### src/rtl/led_pattern_seq.sv
// led_pattern_seq: tick-driven LED bank sequencer with flow-left, flow-right, ping-pong and blink-all patterns
module led_pattern_seq #(
  parameter int LED_W = 4
) (
  input  logic             sys_clk,
  input  logic             sys_rst,
  input  logic             tick,
  input  logic             enable,
  input  logic [1:0]       mode,
  output logic [LED_W-1:0] led_out,
  output logic             cycle_done
);
  localparam logic INIT = 1'b0;
  localparam logic RUN  = 1'b1;
  localparam logic [1:0] M_LEFT  = 2'd0;
  localparam logic [1:0] M_RIGHT = 2'd1;
  localparam logic [1:0] M_PONG  = 2'd2;
  localparam logic [LED_W-1:0] ONE_LSB = {{(LED_W-1){1'b0}}, 1'b1};
  localparam logic [LED_W-1:0] ONE_MSB = {1'b1, {(LED_W-1){1'b0}}};
  logic             state;
  logic [1:0]       mode_q;
  logic             dir;
  logic [LED_W-1:0] start_pat;
  logic [LED_W-1:0] step_pat;
  logic             step_dir;
  logic             step_done;
  logic [LED_W-1:0] shl;
  logic [LED_W-1:0] shr;
  // start pattern for the requested mode: bit 0 for left/ping-pong, MSB for right, dark for blink
  always_comb begin
    start_pat = mode == M_RIGHT ? ONE_MSB : mode == M_LEFT || mode == M_PONG ? ONE_LSB : '0;
  end
  // one advance step of the active pattern, with its direction and period-complete flag
  always_comb begin
    shl       = led_out << 1;
    shr       = led_out >> 1;
    step_pat  = ~led_out;
    step_dir  = dir;
    step_done = &led_out;
    if (mode_q == M_LEFT) begin
      step_pat  = {led_out[LED_W-2:0], led_out[LED_W-1]};
      step_done = led_out == ONE_MSB;
    end else if (mode_q == M_RIGHT) begin
      step_pat  = {led_out[0], led_out[LED_W-1:1]};
      step_done = led_out == ONE_LSB;
    end else if (mode_q == M_PONG) begin
      step_pat  = dir ? shr : shl;
      step_dir  = dir ? ~shr[0] : shl[LED_W-1];
      step_done = dir & shr[0];
    end
  end
  // sequencer state: a mode change outranks a tick, a held enable freezes position and direction
  always_ff @(posedge sys_clk or negedge sys_rst) begin
    if (!sys_rst) begin
      state      <= INIT;
      mode_q     <= '0;
      dir        <= 1'b0;
      led_out    <= '0;
      cycle_done <= 1'b0;
    end else if (state == INIT || mode != mode_q) begin
      state      <= RUN;
      mode_q     <= mode;
      dir        <= 1'b0;
      led_out    <= start_pat;
      cycle_done <= 1'b0;
    end else if (tick && enable) begin
      dir        <= step_dir;
      led_out    <= step_pat;
      cycle_done <= step_done;
    end else begin
      cycle_done <= 1'b0;
    end
  end
endmodule

### config.mk
export PLATFORM = sky130hd
export DESIGN_NAME = led_pattern_seq
export DESIGN_NICKNAME = d
export VERILOG_FILES = /design/src/rtl/led_pattern_seq.sv
export SDC_FILE = /design/constraint.sdc
export NUM_CORES = 1
export LEC_CHECK = 0
export CAP_MARGIN = 20
export CORE_MARGIN = 2
export CORE_UTILIZATION = 43
export DETAILED_ROUTE_END_ITERATION = 6
export MAX_ROUTING_LAYER = met4
export PLACE_DENSITY = 0.8
export SYNTH_ARGS = -nofsm -noshare
export SYNTH_HDL_FRONTEND = slang
export SYNTH_SLANG_ARGS = --single-unit
### constraint.sdc
create_clock -name sys_clk -period 1.4 [get_ports sys_clk]
set_clock_uncertainty 0.1 [all_clocks]
set_input_delay 0.14 -clock sys_clk [delete_from_list [all_inputs] [get_ports sys_clk]]
set_output_delay 0.14 -clock sys_clk [all_outputs]
set_load 0.02 [all_outputs]
### After elaboration in Yosys (flattened, before gate mapping)

Index checks and enable logic that the tools add are counted.

* divide/modulo/power cells: 0
* reductions and logical operators: 9
* add/sub/neg operators: 0
* mux-type cells: 19
* shifts and indexed selects: 0
* bitwise operators: 4
* equality and inequality tests: 9
* $mul: 0
* magnitude comparators: 0

Operator list (number)
* $mux 4: 7
* $mux 1: 12
* $reduce_and 4->1: 2
* $eq 2x1->1 const B: 2
* $eq 2x2->1 const B: 2
* $eq 4x1->1 const B: 1
* $eq 4x4->1 const B: 1
* $logic_not 2->1: 2
* $ne 2x1->1 const B: 2
* $not 4->4: 1
* $reduce_bool 2->1: 2
* $logic_or 1x1->1: 2
* $ne 2x2->1: 1
* $not 1->1: 2
* $and 1x1->1: 1
* $logic_and 1x1->1: 1

* RAM bits: 0
* memory bits (read-only): 0
* memories kept: 0
* bits in latches: 0
* input port bits: 6
* flip-flop bits (word level): 9

### Logic depth before layout (Yosys ltp)

Gate-level depths: netlist of run 1.

* word-level depth: 7
* mapped depth: 5
* mapped depth without buffers: 4

### Worst setup path before layout of run 1

No wires, ideal clock.

* path type: reg-to-reg
* start point: register led_out[1]
* end point: register led_out[0]
* path buffers: 0
* data arrival time: 1321 ps
* setup slack: -147 ps
* cell stages (with the launch flop): 5
* period minus slack after synthesis: 1547 ps
* required time: 1175 ps
* setup time: 125 ps
* cell sequence: dfrtp_1 > and2_1 > mux4_2 > mux2i_1 > mux2i_1

* longest elaborated chain between the ends: 6

Ends and longest elaborated chain
* from (decl): line 10 `output logic [LED_W-1:0] led_out,`
* from (signal assigned): line 64 `led_out <= start_pat;`
* from (signal assigned): line 68 `led_out <= step_pat;`
* $mux 4: line 47 `step_pat = dir ? shr : shl;`
* $mux 4: line 46 `end else if (mode_q == M_PONG) begin`
* $mux 4 *: line 43 `end else if (mode_q == M_RIGHT) begin`
* $mux 4 *: line 40 `if (mode_q == M_LEFT) begin`
* $mux 4 *: line 66 `end else if (tick && enable) begin`
* $mux 4 *: line 60 `end else if (state == INIT || mode != mode_q) begin`

Mark *: on every way between the ends. The rest lies on a longest branch, timed or not. The select of a mux whose other input is x is not followed.
A chain may end at the register's enable or synchronous reset.

### Final worst setup path of run 1

Ends and elaborated chain as after synthesis.

==> impl_metrics.toml, run 1 <==
[layout]
area_growth_syn_to_layout_pct = 77.8
design.final.nets = 99
n_antenna_cell = 0
drive_gt1_frac = 0.565

[placed_design]
portBuffers = 10
place_ws_ns = -0.219
hpwlAfterDp_um = 1060
gp_congestion = 0.847

[critical_path]
critPathLaunchType = "register"
cp_max_stage_delay_ns = 0.45
timing.setup.critical_path_class = "reg2reg"
crit_path_cell_trace = "and2_4, mux4_2, mux2i_1, mux2i_1"
worst_r2r_endpoint = "led_out[0]$_DFFE_PN0P_"
arrival_worst_endpoint_ns = 1.57
critical_path.top_delay_family = "multiplexers"
critPathCaptureType = "register"
r2r_start = "led_out[1]$_DFFE_PN0P_"
r2r_setup_slack_ns = -0.14
cpMostUsedCell = "sky130_fd_sc_hd__mux2i_1"
crit_path_max_delay_cell_type = "sky130_fd_sc_hd__mux4_2"
reg2regPathDepth = 4
worst-path-max-fanout = 4
worstPathBufferInverterCount = 0
crit_required_ns = 1.42

[floorplan]
core_area_um2 = 1270
die_height_um = 40.5
pin_count = 11
die_x_um = 40.5
rows = 13
die_area_um2 = 1640
initial_utilization = 0.453

[global_route]
grt_pass1_wl_um = 2530
grt_overflow_total = 0
grtUsageTotal = 0.251
vias_in_the_first_global_route = 556
grt_max_degree = 10
grt_antenna_before_repair = 0

[timing]
timing_hold_violations_final = 0
max_clock_freq_mhz = 649
setup-tns-final_ns = -0.284
worst_slack_ns = -0.140
maxSlewViolCount = 0
min_period_over_period = 1.10
setup_viol = 3
fin_crit_ns = 1.54
rsz_0062_raised_after_global_routing = "true"

[pwr]
cellLeakagePower_nw = 0.471
finalPower_w = 0.000675
irDropWorstVdd_uv = 581
cellPowerDensity_nw_per_um2 = 662

[clock_tree]
clock-sinks = 9
cts.path.max_buffers = 2
cts.hold.buffers_added = 0
cts-buffers-inserted = 3
clock_tree_from_tritoncts = "yes"
worstSkewPairLatency_ns = 0.25
htreeDepth = 1
clk_transition_reported_paths_ns = 0.06
ctsRootBufferMaster = "sky130_fd_sc_hd__clkbuf_4"

[routing]
avgViaCountPerCell = 5.62
detailedRoute.firstPassIterationCount = 4
post_drt_wl_per_cell_um = 17.0
post-route-drc-count = 0
drt_iter0_drc = 22
postRouteAntennaNets = 0
dr_total_vias = 601
detail_route.wirelength_um = 1820

[yosys]
fraction_of_registers_with_async_set_or_reset_after_synthesis = 1.00
post_synth_num_cell_types = 29
synth_most_common_cell = "sky130_fd_sc_hd__dfrtp_1"
yosys_warnings = 0
post_synth.cell_area_avg_um2 = 10.3
synth.top_cells.by_count = "9 x sky130_fd_sc_hd__dfrtp_1, 5 x sky130_fd_sc_hd__mux2i_1, 4 x sky130_fd_sc_hd__a21oi_1, 4 x sky130_fd_sc_hd__nand2_1, 3 x sky130_fd_sc_hd__nand2b_1"
netlist_instances = 56
mappedNetlistArea_um2 = 574
proportion_of_synthesized_chip_area_in_sequential_cells = 0.392
ys_dominant_reg_cell = "sky130_fd_sc_hd__dfrtp_1"
synth.net_count = 62
synth_top_cell_area_share = 0.392
ys_ff_latch = 9
number_of_flops_mapped_to_enable_cells_by_yosys = 0
synth_area_leader_cell = "sky130_fd_sc_hd__dfrtp_1"
post_synth_main_area_contributors = "sky130_fd_sc_hd__dfrtp_1 39%, sky130_fd_sc_hd__mux2i_1 8.7%, sky130_fd_sc_hd__mux4_2 7.8%, sky130_fd_sc_hd__a21oi_1 3.5%, sky130_fd_sc_hd__nand2b_1 3.3%"

[status]
run_status = "finished with violations"
violations = "negative setup slack"

[job]
timing.max_cap.violations = 0

[hold_path]
holdCritPathClass = "in2async"
## power breakdown
part / switching (W) / total [W] / internal, W / leakage [nW]
Clock: 0.0000819 / 0.000191 / 0.000109 / 0.0150
Combinational: 0.0000874 / 0.000196 / 0.000109 / 0.347
Sequential: 0.0000159 / 0.000288 / 0.000272 / 0.109
## cell type report
cell class                      instances  area, um^2
Timing Repair Buffer                   36         324
Multi-Input combinational cell         41         413
Sequential cell                         9         231
Clock buffer                            4        26.3
Fill cell                              70         248
Inverter                                2        7.51
Tap cell                               15        18.8
## worst max path at each step
stage / depth (start not counted) / slack [ns] / start / end
global route: 4 / -0.19 / led_out[1]$_DFFE_PN0P_ / led_out[0]$_DFFE_PN0P_
finish: 4 / -0.14 / led_out[1]$_DFFE_PN0P_ / led_out[0]$_DFFE_PN0P_
CTS: 4 / -0.10 / led_out[1]$_DFFE_PN0P_ / led_out[0]$_DFFE_PN0P_
floorplan: 4 / -0.07 / led_out[1]$_DFFE_PN0P_ / led_out[0]$_DFFE_PN0P_
global placement: 5 / -0.15 / enable / dir$_DFFE_PN0P_
detailed placement: 5 / -0.22 / enable / dir$_DFFE_PN0P_
## layer usage
layer / GRT usage / vias up / wire, um
met5: - / - / 0
met4: 0.133 / 0 / 27
met3: 0.0611 / 4 / 120
met2: 0.381 / 32 / 886
met1: 0.303 / 287 / 787
li1: - / 278 / -
## state kept, by name, indices dropped and copies added, names as in the netlist
signal and cells:
mode_q 2, state 1, led_out 4, cycle_done 1, dir 1
## metrics by stage
stage	util	cells	area (um^2)	hold slack, ns
after floorplan	-	56	579	-0.256
after global placement	0.624	93	792	0.354
after detailed placement	0.624	93	792	0.358
after CTS	0.679	101	862	0.0816
after global routing	0.805	107	1020	0.111
final	0.805	107	1020	0.0815
## kinds of logic after synthesis
logic type,count (synthesis),synth area share
xor+xnor,2,0.0305
buf+inv,6,0.0588
mux,8,0.185
compound gates,12,0.137
flops,9,0.392
simple gates,18,0.190
other cells,1,0.00653
## layout by cell type, fill, tap and decap left out, types with 3 or more instances in the layout
| master | Yosys | final |
|---|---|---|
| sky130_fd_sc_hd__dfrtp_2 | 0 | 5 |
| sky130_fd_sc_hd__buf_4 | 1 | 17 |
| sky130_fd_sc_hd__dlygate4sd2_1 | 0 | 4 |
| sky130_fd_sc_hd__nand2_1 | 4 | 4 |
| sky130_fd_sc_hd__nand2b_1 | 3 | 3 |
| sky130_fd_sc_hd__dfrtp_1 | 9 | 4 |
| sky130_fd_sc_hd__clkdlybuf4s50_1 | 0 | 5 |
| sky130_fd_sc_hd__buf_6 | 1 | 9 |
| sky130_fd_sc_hd__clkbuf_4 | 0 | 3 |
| sky130_fd_sc_hd__mux2i_1 | 5 | 4 |
## what timing repair did
action	in CTS	in global routing
pin swaps	2	10
setup buffers	4	7
setup endpoints to repair	11	7
resized for setup	14	24
Note: power is estimated with default switching activity, not from simulation.
==> run 2, diff against run 1 <==
- HOLD_SLACK_MARGIN: unset -> 0.12
==> run 2 against run 1 <==
Net effect: the flow still finishes with violations (negative setup slack); count of clock-buffer cells in the layout unchanged; routed wire length up 0.55%; sequential power about the same; worst hold slack better by 0.27 ns; largest cell class unchanged; highest routed layer unchanged.
==> impl_metrics.toml, run 2 (synthesized netlist as in run 1, its figures left out) <==
[clock_tree]
clk_transition_reported_paths_ns = 0.06
cts-buffers-inserted = 3
clock-sinks = 9
worstSkewPairLatency_ns = 0.25
ctsRootBufferMaster = "sky130_fd_sc_hd__clkbuf_4"
clock_tree_from_tritoncts = "yes"
htreeDepth = 1
cts.path.max_buffers = 2

[placed_design]
portBuffers = 10
gp_congestion = 0.847
place_ws_ns = -0.219
hpwlAfterDp_um = 1060

[floorplan]
initial_utilization = 0.453
core_area_um2 = 1270
pin_count = 11
rows = 13
die_area_um2 = 1640
die_x_um = 40.5
die_height_um = 40.5

[timing]
maxSlewViolCount = 0
min_period_over_period = 1.10
setup_viol = 4
max_clock_freq_mhz = 647
setup-tns-final_ns = -0.247
fin_crit_ns = 1.55
worst_slack_ns = -0.145
timing_hold_violations_final = 0
rsz_0062_raised_after_global_routing = "true"

[routing]
top_layer_used = "met4"
detail_route.wirelength_um = 1830
avgViaCountPerCell = 5.80
wl_met2_um = 916
postRouteAntennaNets = 0
routedLengthMet1_um = 724
routed-wl-met3_um = 130
dr_total_vias = 626
detailedRoute.firstPassIterationCount = 4
post_drt_wl_per_cell_um = 17.0
drt_iter0_drc = 16
post-route-drc-count = 0

[layout]
register_bank_with_the_most_flops = "led_out"
number_of_flip_flops_in_the_largest_register = 4
area_growth_syn_to_layout_pct = 79.5
design.final.nets = 100
top_regs = "led_out (4), mode_q (2)"
n_antenna_cell = 0
layout.cells.most_common_list = "17 x sky130_fd_sc_hd__buf_4, 9 x sky130_fd_sc_hd__buf_6, 5 x sky130_fd_sc_hd__clkdlybuf4s50_1, 5 x sky130_fd_sc_hd__dfrtp_2"
mostFrequentLayoutCell = "sky130_fd_sc_hd__buf_4"
drive_gt1_frac = 0.559
layout.filler_cells = 62

[critical_path]
reg2regPathDepth = 4
setup.worst_path.start = "led_out[1]$_DFFE_PN0P_"
timing.setup.critical_path_class = "reg2reg"
crit_path_cell_trace = "and2_4, mux4_2, mux2i_1, mux2i_1"
arrival_worst_endpoint_ns = 1.57
crit_required_ns = 1.42
crit_path_max_delay_cell_type = "sky130_fd_sc_hd__mux4_2"
cp_max_stage_delay_ns = 0.46
worst_r2r_endpoint = "led_out[0]$_DFFE_PN0P_"
critical_path_depth = 4
cpMostUsedCell = "sky130_fd_sc_hd__mux2i_1"
r2r_setup_slack_ns = -0.15
timing.critical_path.to = "led_out[0]$_DFFE_PN0P_"
worstPathBufferInverterCount = 0
r2r_start = "led_out[1]$_DFFE_PN0P_"
worst-path-max-fanout = 4
critical_path.top_delay_family = "multiplexers"
critPathCaptureType = "register"
critPathLaunchType = "register"

[global_route]
grtUsageTotal = 0.253
grt_max_degree = 10
grt_overflow_total = 0
grt_antenna_before_repair = 0
vias_in_the_first_global_route = 562
grt_pass1_wl_um = 2550

[pwr]
cellLeakagePower_nw = 0.475
cellPowerDensity_nw_per_um2 = 654
irDropWorstVdd_uv = 597

[hold_path]
min_delay_path_depth = 1
holdCritPathClass = "in2reg"
hold_start = "mode[1]"

[status]
violations = "negative setup slack"
run_status = "finished with violations"

[job]
timing.max_cap.violations = 0
-- run 2: cell count changes in the layout (fill, tap and decap cells not counted) --
cell | previous run | this run
sky130_fd_sc_hd__dlygate4sd3_1 | 0 | 1
-- run 2: through the flow --
stage           util  hold slack (ns)  cells  power (W)  instance area (um^2)
3_5_place_dp   0.624            0.358     93   0.000430                   792
5_1_grt        0.813            0.339    108   0.000707                  1030
6_report       0.813            0.352    108   0.000675                  1030
4_1_cts        0.687            0.308    102   0.000630                   872
2_1_floorplan      -           -0.256     56   0.000362                   579
3_3_place_gp   0.624            0.354     93   0.000428                   792
-- run 2: cell type report --
class / instances / area, um^2 / share of cell area
sequential: 9 / 231 / 0.225
inverter: 2 / 7.51 / 0.00728
clock buffer: 4 / 26.3 / 0.0255
multi-input combinational: 41 / 413 / 0.400
tap: 15 / 18.8 / 0.0182
timing repair buffer: 37 / 334 / 0.324
-- run 2: worst register-to-register path: stages, from the launching register on --
cell and delay [ns]:
sky130_fd_sc_hd__dfrtp_2 0.42, sky130_fd_sc_hd__and2_4 0.15, sky130_fd_sc_hd__mux4_2 0.46, sky130_fd_sc_hd__mux2i_1 0.20, sky130_fd_sc_hd__mux2i_1 0.10
-- run 2: what timing repair did --
action / in CTS / in global routing
buffers inserted: 4 / 7
endpoints found under the setup margin: 11 / 7
gates resized for setup: 14 / 24
gates cloned: 0 / 0
endpoints found under the hold margin: 9 / 0
pin swaps: 2 / 10
hold buffers: 1 / 0
-- run 2: worst min-delay path by stage --
stage | slack [ns] | end
final | 0.35 | mode_q[1]$_DFFE_PN0P_
after global routing | 0.34 | mode_q[1]$_DFFE_PN0P_
after CTS | 0.31 | mode_q[1]$_DFFE_PN0P_
after detailed placement | 0.36 | state$_DFFE_PN0P_
after global placement | 0.35 | state$_DFFE_PN0P_
after floorplan | -0.26 | cycle_done$_DFF_PN0_
-- run 2: per-layer routing --
layer  up-vias  GRT usage
li1        280          -
met1       305      0.303
met2        31      0.389
met3        10     0.0611
met4         0      0.133
met5         -          -
-- run 2: power breakdown --
| group | internal [W] | switching (W) |
|---|---|---|
| Combinational | 0.000111 | 0.0000884 |
| Sequential | 0.000272 | 0.0000159 |
| Clock | 0.000109 | 0.0000785 |
==> run 3, diff against run 2 <==
--- a/config.mk
+++ b/config.mk
@@ -11,2 +11,3 @@
 export DETAILED_ROUTE_END_ITERATION = 6
+export GPL_TIMING_DRIVEN = 1
 export HOLD_SLACK_MARGIN = 0.12
==> constraint.sdc (replaced) <==
create_clock -name sys_clk -period 1.4 [get_ports sys_clk]
set_clock_uncertainty 0.1 [all_clocks]
set_input_delay 0.35 -clock sys_clk [delete_from_list [all_inputs] [get_ports sys_clk]]
set_output_delay 0.35 -clock sys_clk [all_outputs]
set_load 0.02 [all_outputs]
==> run 3 against run 2 <==
Net effect: the run still ends with negative setup slack left; count of clock-buffer cells in the layout did not move; final cell count fell by 6.5%; sequential power barely moved; final area fell by 8.6%; worst hold slack got worse by 0.076 ns; sequential share of layout area rose by 2.1 points; largest cell class unchanged; highest routed layer unchanged.
==> impl_metrics.toml, run 3 (synthesized netlist as in run 1, its figures left out) <==
[routing]
drt_iter0_drc = 19
postRouteAntennaNets = 0
detail_route.wirelength_um = 1900
avgViaCountPerCell = 6.02
dr_total_vias = 608
post_drt_wl_per_cell_um = 18.9
post-route-drc-count = 0
detailedRoute.firstPassIterationCount = 6

[critical_path]
cp_max_stage_delay_ns = 0.44
reg2regPathDepth = 4
worstPathBufferInverterCount = 0
critical_path_depth = 4
critPathCaptureType = "register"
timing.setup.critical_path_class = "reg2reg"
crit_path_cell_trace = "nor2b_4, mux4_2, mux2i_1, mux2i_1"
critPathLaunchType = "register"
worst-path-max-fanout = 4
critical_path.top_delay_family = "multiplexers"
arrival_worst_endpoint_ns = 1.52
cpMostUsedCell = "sky130_fd_sc_hd__mux2i_1"
crit_required_ns = 1.44
crit_path_max_delay_cell_type = "sky130_fd_sc_hd__mux4_2"
r2r_setup_slack_ns = -0.08

[global_route]
grt_overflow_total = 0
grt_max_degree = 10
grt_antenna_before_repair = 0
grtUsageTotal = 0.267
grt_pass1_wl_um = 2610
vias_in_the_first_global_route = 566

[floorplan]
core_area_um2 = 1270
die_height_um = 40.5
die_x_um = 40.5
initial_utilization = 0.453
rows = 13
die_area_um2 = 1640
pin_count = 11

[timing]
min_period_over_period = 1.06
maxSlewViolCount = 0
timing_hold_violations_final = 0
max_clock_freq_mhz = 677
rsz_0062_raised_after_global_routing = "true"
setup_viol = 7
hold_ws_ns = 0.276
setup-tns-final_ns = -0.400
fin_crit_ns = 1.48
worst_slack_ns = -0.0773

[layout]
design.final.nets = 93
top_regs = "led_out (4), mode_q (2)"
fin_cells = 101
n_antenna_cell = 0
number_of_flip_flops_in_the_largest_register = 4
layout.cells.most_common_list = "14 x sky130_fd_sc_hd__buf_4, 7 x sky130_fd_sc_hd__buf_6, 5 x sky130_fd_sc_hd__mux2i_1, 5 x sky130_fd_sc_hd__dfrtp_2"
drive_gt1_frac = 0.570
mostFrequentLayoutCell = "sky130_fd_sc_hd__buf_4"
register_bank_with_the_most_flops = "led_out"
layout.filler_cells = 72
area_growth_syn_to_layout_pct = 64.1

[clock_tree]
worstSkewPairLatency_ns = 0.26
htreeDepth = 1
cts.hold.buffers_added = 0
clk_transition_reported_paths_ns = 0.06
clock_tree_from_tritoncts = "yes"
clock-sinks = 9
cts-buffers-inserted = 3
cts.path.max_buffers = 2
ctsRootBufferMaster = "sky130_fd_sc_hd__clkbuf_4"

[pwr]
cellPowerDensity_nw_per_um2 = 704
cellLeakagePower_nw = 0.439
irDropWorstVdd_uv = 502

[status]
violations = "negative setup slack"
run_status = "finished with violations"

[placed_design]
hpwlAfterDp_um = 1090
post-place-cells = 93
portBuffers = 10
gp_congestion = 0.827

[hold_path]
holdCritPathClass = "in2async"

[job]
timing.max_cap.violations = 0
-- run 3: changes by cell type in the layout (fill, tap and decap cells not counted), sizes merged --
cell | previous run | this run
dlymetal6s2s | 0 | 1
clkdlybuf4s50 | 5 | 1
dlygate4sd3 | 1 | 0
buf | 26 | 23
-- run 3: cell type report --
type	count	area, um^2	share of cell area
clock buffer	4	26.3	0.0279
inverter	2	7.51	0.00797
sequential	9	231	0.246
multi-input combinational	41	395	0.420
tap	15	18.8	0.0199
timing repair buffer	30	263	0.279
-- run 3: worst reg2reg max path, delay by kind of cell, from the launching register on --
family / cells / cell delay, ns
muxes: 3 / 0.70
and+or+nand+nor: 1 / 0.13
DFF: 1 / 0.43
-- run 3: report_power, final --
group / total (W) / internal [W] / switching, W
sequential: 0.000288 / 0.000271 / 0.0000164
combinational: 0.000176 / 0.0000913 / 0.0000843
clock: 0.000200 / 0.000110 / 0.0000899
total: 0.000663 / 0.000473 / 0.000191
-- run 3: per-stage QoR --
step | instance area [um^2] | total power, W | setup slack [ns] | utilization
after floorplan | 579 | 0.000362 | -0.0712 | -
after global placement | 792 | 0.000434 | -0.336 | 0.624
after detailed placement | 792 | 0.000437 | -0.350 | 0.624
after CTS | 861 | 0.000646 | -0.0851 | 0.679
after global routing | 942 | 0.000689 | -0.133 | 0.743
final | 942 | 0.000663 | -0.0773 | 0.743
-- run 3: worst paths after layout --
kind,from,endpoint
setup / recovery,led_out[2]$_DFFE_PN0P_,led_out[3]$_DFFE_PN0P_
hold / removal,sys_rst,state$_DFFE_PN0P_
setup reg to reg,led_out[2]$_DFFE_PN0P_,led_out[3]$_DFFE_PN0P_
hold reg to reg,state$_DFFE_PN0P_,cycle_done$_DFF_PN0_
max in group asynchronous,sys_rst,dir$_DFFE_PN0P_
min in group sys_clk,mode[0],mode_q[0]$_DFFE_PN0P_
-- run 3: layer usage --
metal | share of wire | GRT usage | vias to the layer above
met5 | 0 | - | -
met4 | 0.034 | 0.175 | 0
met3 | 0.095 | 0.0667 | 8
met2 | 0.51 | 0.433 | 41
met1 | 0.36 | 0.286 | 295
li1 | - | - | 264
-- run 3: repair_timing --
item / CTS / global route
pin swaps: 6 / 5
gates resized for setup: 29 / 18
setup endpoints to repair: 11 / 8
buffers inserted: 2 / 2
